<file path="src/rtl/sel_ser_pkg.sv">
// sel_ser_pkg: shared types and helpers for the sel_ser line-to-word serializer.
// Contents: state_e (serializer FSM states), idx_w() (word index width for N words).
package sel_ser_pkg;

    typedef enum logic {IDLE, BUSY} state_e;

    function automatic int idx_w(input int n);
        return (n > 1) ? $clog2(n) : 1;
    endfunction

endpackage

</file>
<file path="src/rtl/sel_ser_sel.sv">
// sel: word mux picking word i_sel out of an N-word line.
// Ports: i_x   - W-bit line, word k = i_x[OUT_W*k +: OUT_W]
//        i_sel - word index
//        o_y   - selected OUT_W-bit word (zero for an out-of-range index)
module sel
    import sel_ser_pkg::*;
#(
    parameter int W = 32,
    parameter int N = 4,
    localparam int OUT_W = W / N,
    localparam int IDX_W = idx_w(N)
) (
    input  logic [W-1:0]     i_x,
    input  logic [IDX_W-1:0] i_sel,
    output logic [OUT_W-1:0] o_y
);

    logic [OUT_W-1:0] words [N];

    for (genvar k = 0; k < N; k++) begin : g_w
        assign words[k] = i_x[k*OUT_W +: OUT_W];
    end

    assign o_y = (int'(i_sel) < N) ? words[i_sel] : '0;

endmodule

</file>
<file path="src/rtl/sel_ser.sv">
// sel_ser: registers one W-bit line and emits its words LSB-first, stopping at a per-line last index.
// Ports: clk, rst (sync, active-high)
//        i_in_vld / i_in_data / i_in_last_idx / o_in_rdy - line input handshake
//        o_out_vld / o_out_data / o_out_idx / o_out_last / i_out_rdy - word output handshake
module sel_ser
    import sel_ser_pkg::*;
#(
    parameter int W = 32,
    parameter int N = 4,
    localparam int OUT_W = W / N,
    localparam int IDX_W = idx_w(N)
) (
    input  logic             clk,
    input  logic             rst,
    input  logic             i_in_vld,
    input  logic [W-1:0]     i_in_data,
    input  logic [IDX_W-1:0] i_in_last_idx,
    output logic             o_in_rdy,
    output logic             o_out_vld,
    output logic [OUT_W-1:0] o_out_data,
    output logic [IDX_W-1:0] o_out_idx,
    output logic             o_out_last,
    input  logic             i_out_rdy
);

    state_e           state_q, state_d;
    logic [W-1:0]     line_q, line_d;
    logic [IDX_W-1:0] idx_q, idx_d;
    logic [IDX_W-1:0] last_q, last_d;
    logic [IDX_W-1:0] last_in;
    logic [OUT_W-1:0] word;
    logic             beat, acc, done;

    sel #(.W(W), .N(N)) u_sel (
        .i_x   (line_q),
        .i_sel (idx_q),
        .o_y   (word)
    );

    // Out-of-range last indices only exist for non-power-of-2 N.
    assign last_in = (int'(i_in_last_idx) > N - 1) ? IDX_W'(N - 1) : i_in_last_idx;

    assign o_out_vld  = ~rst & (state_q == BUSY);
    assign o_out_data = rst ? '0 : word;
    assign o_out_idx  = rst ? '0 : idx_q;
    assign o_out_last = ~rst & (idx_q == last_q);
    assign beat       = o_out_vld & i_out_rdy;
    assign done       = beat & o_out_last;
    // A new line may load during the final beat so lines stream without a bubble.
    assign o_in_rdy   = ~rst & ((state_q == IDLE) | done);
    assign acc        = i_in_vld & o_in_rdy;

    always_comb begin
        state_d = acc ? BUSY : done ? IDLE : state_q;
        idx_d   = (acc | done) ? '0 : beat ? idx_q + 1'b1 : idx_q;
        last_d  = acc ? last_in : last_q;
        line_d  = acc ? i_in_data : line_q;
    end

    always_ff @(posedge clk) begin
        if (rst) begin
            state_q <= IDLE;
            line_q  <= '0;
            idx_q   <= '0;
            last_q  <= '0;
        end else begin
            state_q <= state_d;
            line_q  <= line_d;
            idx_q   <= idx_d;
            last_q  <= last_d;
        end
    end

`ifndef SYNTHESIS
    if (W % N != 0) begin : g_chk
        $error("sel_ser: W must be a multiple of N");
    end

    a_hold: assert property (@(posedge clk) disable iff (rst)
        o_out_vld & ~i_out_rdy |=> o_out_vld & $stable(o_out_data) & $stable(o_out_idx) & $stable(o_out_last));
    a_idle: assert property (@(posedge clk) ~((state_q == IDLE) & o_out_vld));
    a_last: assert property (@(posedge clk) int'(last_q) < N);
`endif

endmodule

</file>
<file path="config.mk">
export PLATFORM = sky130hd
export DESIGN_NAME = sel_ser
export DESIGN_NICKNAME = d
export VERILOG_FILES = /design/src/rtl/sel_ser_pkg.sv /design/src/rtl/sel_ser_sel.sv /design/src/rtl/sel_ser.sv
export SDC_FILE = /design/constraint.sdc
export NUM_CORES = 1
export LEC_CHECK = 0
export ABC_AREA = 0
export BUFFER_PORTS_ARGS = -buffer_cell sky130_fd_sc_hd__buf_4
export CORE_MARGIN = 2
export CORE_UTILIZATION = 40
export CTS_CLUSTER_SIZE = 14
export DETAILED_ROUTE_END_ITERATION = 12
export PLACE_DENSITY_LB_ADDON = 0.15
export SYNTH_ARGS = -nofsm -noshare
export SYNTH_HDL_FRONTEND = slang
export SYNTH_SLANG_ARGS = --single-unit
</file>
<file path="constraint.sdc">
create_clock -name clk -period 3.3 [get_ports clk]
set_clock_uncertainty 0.15 [all_clocks]
set_input_delay 0 -clock clk [delete_from_list [all_inputs] [get_ports clk]]
set_output_delay 0 -clock clk [all_outputs]
set_load 0.005 [all_outputs]
</file>
==> results.txt <==
- The HPWL after detailed placement is between 2 and 2.5 mm.
- CTS HTree Levels: 2
- Measured slew at the worst slew-check pin: approximately 0.6 ns
- Cells resized by post-CTS repair: 0
- Input and output buffers added on the ports amount to 50.
- For this configuration, the core starts out at a cell density of between 40% and 50%.
* Slew Limit Headroom: around three fifths
- Critical Path Max Stage Delay: 0.52 ns
- Maximum fanout along the worst path: 35
- Dominant delay contributor by cell family on the critical path: buffers and inverters
* Share of the clock period used by the worst path: around three fifths
- The via count of the first global-routing pass was 1,526.
- Across the run, the number of max-cap violations was 0.
* Routed length per instance: ~12 µm
- For this design the top-level I/O count stands at slightly above 50.
* Die Span X: between 70 and 80 µm
* Critical path start-end classification: reg2reg
* Cell with the biggest individual delay on the critical path: buf_4
- Area taken by flip-flops and latches: between 700 and 800 µm²
- Averaged over all synthesized cells, the footprint is around 10 µm².
- In this run the remaining antenna-violating nets after routing total 0.
- The cell that appears most often on the critical path is buf_4.
- Area taken by multi-input logic gates: ~1200 µm²
- Critical Path, Cell by Cell: buf_4, xnor2_2, a41oi_4, buf_4, and4bb_2
* Peak supply drop: between 0.00015 and 0.0002 V
- Gpl congestion: ~0.70
* Pin count of the biggest net entering global routing: 86
- Initial DRC Count: a little under 70
* Library cell occupying the most area in the post-synthesis netlist: dfxtp_1
- The flow ran to the end, and the final reports show no timing, DRC or antenna violations.
* FILL cells: approximately 450
* Flip-flop and latch count after synthesis: 37
* Vias after detailed routing: roughly 1,600
* Fraction of the core area covered by cells at the end of the flow: between 50% and 60%
- Final Max Tran Viols: 0
- Register area share after synthesis: between 30% and 40%
* Clock insertion delay at the later pin of the skew report: approximately 0.28 ns
- Number of clock sinks seen by CTS: 37
- In the routed design, unresolved DRC markers number 0.
- Via count normalized by instance count: around 4.5
- Dividing total power by cell area gives a power density of 368 nW/µm².
- Root Driver: clkbuf_8
* DR pass1 iterations: 4
- For this run, the total global-route usage over all layers was measured as 15.1%.
- RSZ-0062 raised after global routing: false
* Inserted Clock Buffers: 5
* Highest Clock Rate: 512 MHz
- The worst setup path is captured at a register.
- Placed Cells incl. Taps: about 300
* CTS Buffer Depth: 2
- In this run the worst hold path is classified as in2reg.
- The first global-routing pass estimated roughly 6.5 mm of wire.
* Clock edge transition at the registers on the reported setup and hold paths: 0.07 ns
- When the netlist entered floorplanning its net count stood at 234.
* Final setup violation count: 0
* Yosys warns: 0
- Leakage power total: about 1.2 nW
- OpenSTA, run right after detailed placement, puts the worst setup slack at around 1.4 ns.
* Clock tree from TritonCTS: built
- Total core area: ~5000 µm²
* Antenna fix cells: 0
- STA classifies the critical path startpoint as a register.
* Slack of the critical path: between 1 and 1.5 ns
- Critical path data arrival time: around 2 ns
- Final net count: 314
- Number of standard cells after synthesis: slightly below 200
* Number of library cell types mapped by synthesis: 21
- Post-Route WL: about 4 mm
- Measured along the y axis, the die boundary spans ~76 µm.
* Sum of overflow across all layers after global routing: 0
- Subtracting the final worst setup slack from the clock period gives 1.95 ns.
- The die covers 5720 µm².
* Non-filler cells, final: approximately 350
* WP data required: between 3 and 4 ns
* Number of antenna violations at the first check in global routing: 0
- Top cells by area, synth: dfxtp_1, nand2b_1, mux2i_1, mux4_2, nor2b_1
* Buffers and inverters on the worst path: 2
* Netlist area before placement: roughly 2100 µm²
- The floorplan has 26 rows.
- Setup TNS: 0 ns
- Layout cell share with drive strength beyond 1: 26.1%
- Relative to the synthesized area, the layout overhead comes to 39.8%.
- The share of synthesized area in the top cell type comes to ~36%.
* Hold Violations, Final: 0
-- cell type report --
class	instances	share of cell area (%)
clock buffers	7	3.01
inverters	1	0.131
multi-input cells	142	41.5
flip-flops and latches	37	25.8
well taps	70	3.05
repair buffers	89	26.4
-- path summary, 6_finish.rpt --
check | endpoint | cells past startpoint | slack [ns] | start
worst max-delay path | idx_q[1] | 5 | 1.35 | idx_q[0]
worst min-delay path | last_q[1] | 3 | 0.23 | rst
worst max register to register | idx_q[1] | 5 | 1.35 | idx_q[0]
worst min register to register | line_q[23] | 2 | 0.32 | line_q[23]
-- state kept, by name, indices dropped and copies added (netlist names) --
signal and flops:
last_q 2, state_q 1, line_q 32, idx_q 2
-- through the flow --
stage / power (mW) / area (µm²) / hold WS, ns
6_report: 1.05 / 2870 / 0.227
5_1_grt: 1.11 / 2870 / 0.235
4_1_cts: 1.07 / 2870 / 0.211
3_5_place_dp: 0.721 / 2420 / 0.120
3_3_place_gp: 0.719 / 2420 / 0.114
2_1_floorplan: 0.665 / 2050 / -0.00801
-- power by group --
part | internal, mW | total (mW) | switching [mW]
Combinational | 0.149 | 0.239 | 0.0905
Clock | 0.166 | 0.310 | 0.145
Sequential | 0.484 | 0.504 | 0.0202
Total | 0.799 | 1.05 | 0.255
-- layer usage --
layer	vias to the layer above	wire (µm)	track usage [%]
li1	810	-	-
met1	709	1940	17.7
met2	37	1850	26.3
met3	5	159	3.97
met4	0	43	5.85
met5	-	0	0
-- cell usage after synthesis (all sizes together) --
master,number
nand2b,71
dfxtp,37
mux2i,34
nor2b,13
clkbuf,9
mux4,8
buf,7
nor2,3
a21oi,2
a31oi,2
xnor2,2
a41oi,1
and3b,1
and4bb,1
inv,1
nand2,1
o211ai,1
o21ba,1
o31a,1
-- worst min-delay path: stages --
cell	delay, ns
buf_4	0.27
nand2b_1	0.22
mux2i_1	0.11
-- cells in the final DEF (no fill, tap or decap), types with 2 or more instances in the layout --
cell	synthesis	final
a31oi_1	2	2
a21oi_1	2	2
nor2_1	3	3
mux4_2	8	8
nand2b_1	71	71
dfxtp_1	37	37
xnor2_2	2	2
clkbuf_8	0	6
buf_4	0	53
mux2i_1	34	34
dlygate4sd3_1	0	36
nor2b_1	13	13
-- logic make-up after synthesis --
family	after synthesis	synth area share, %
AOI/OAI and AO/OA	8	3.17
xor gates and xnor gates	2	1.59
buffers and inverters	17	6.35
DFF	37	36.1
muxes	42	25.4
and+or+nand+nor	90	27.4
-- what timing repair did --
item                      in CTS  in global routing
hold buffers                  36                  0
setup buffers                  0                  0
hold endpoints to repair      36                  0
Power figures use the tool's default switching activity.
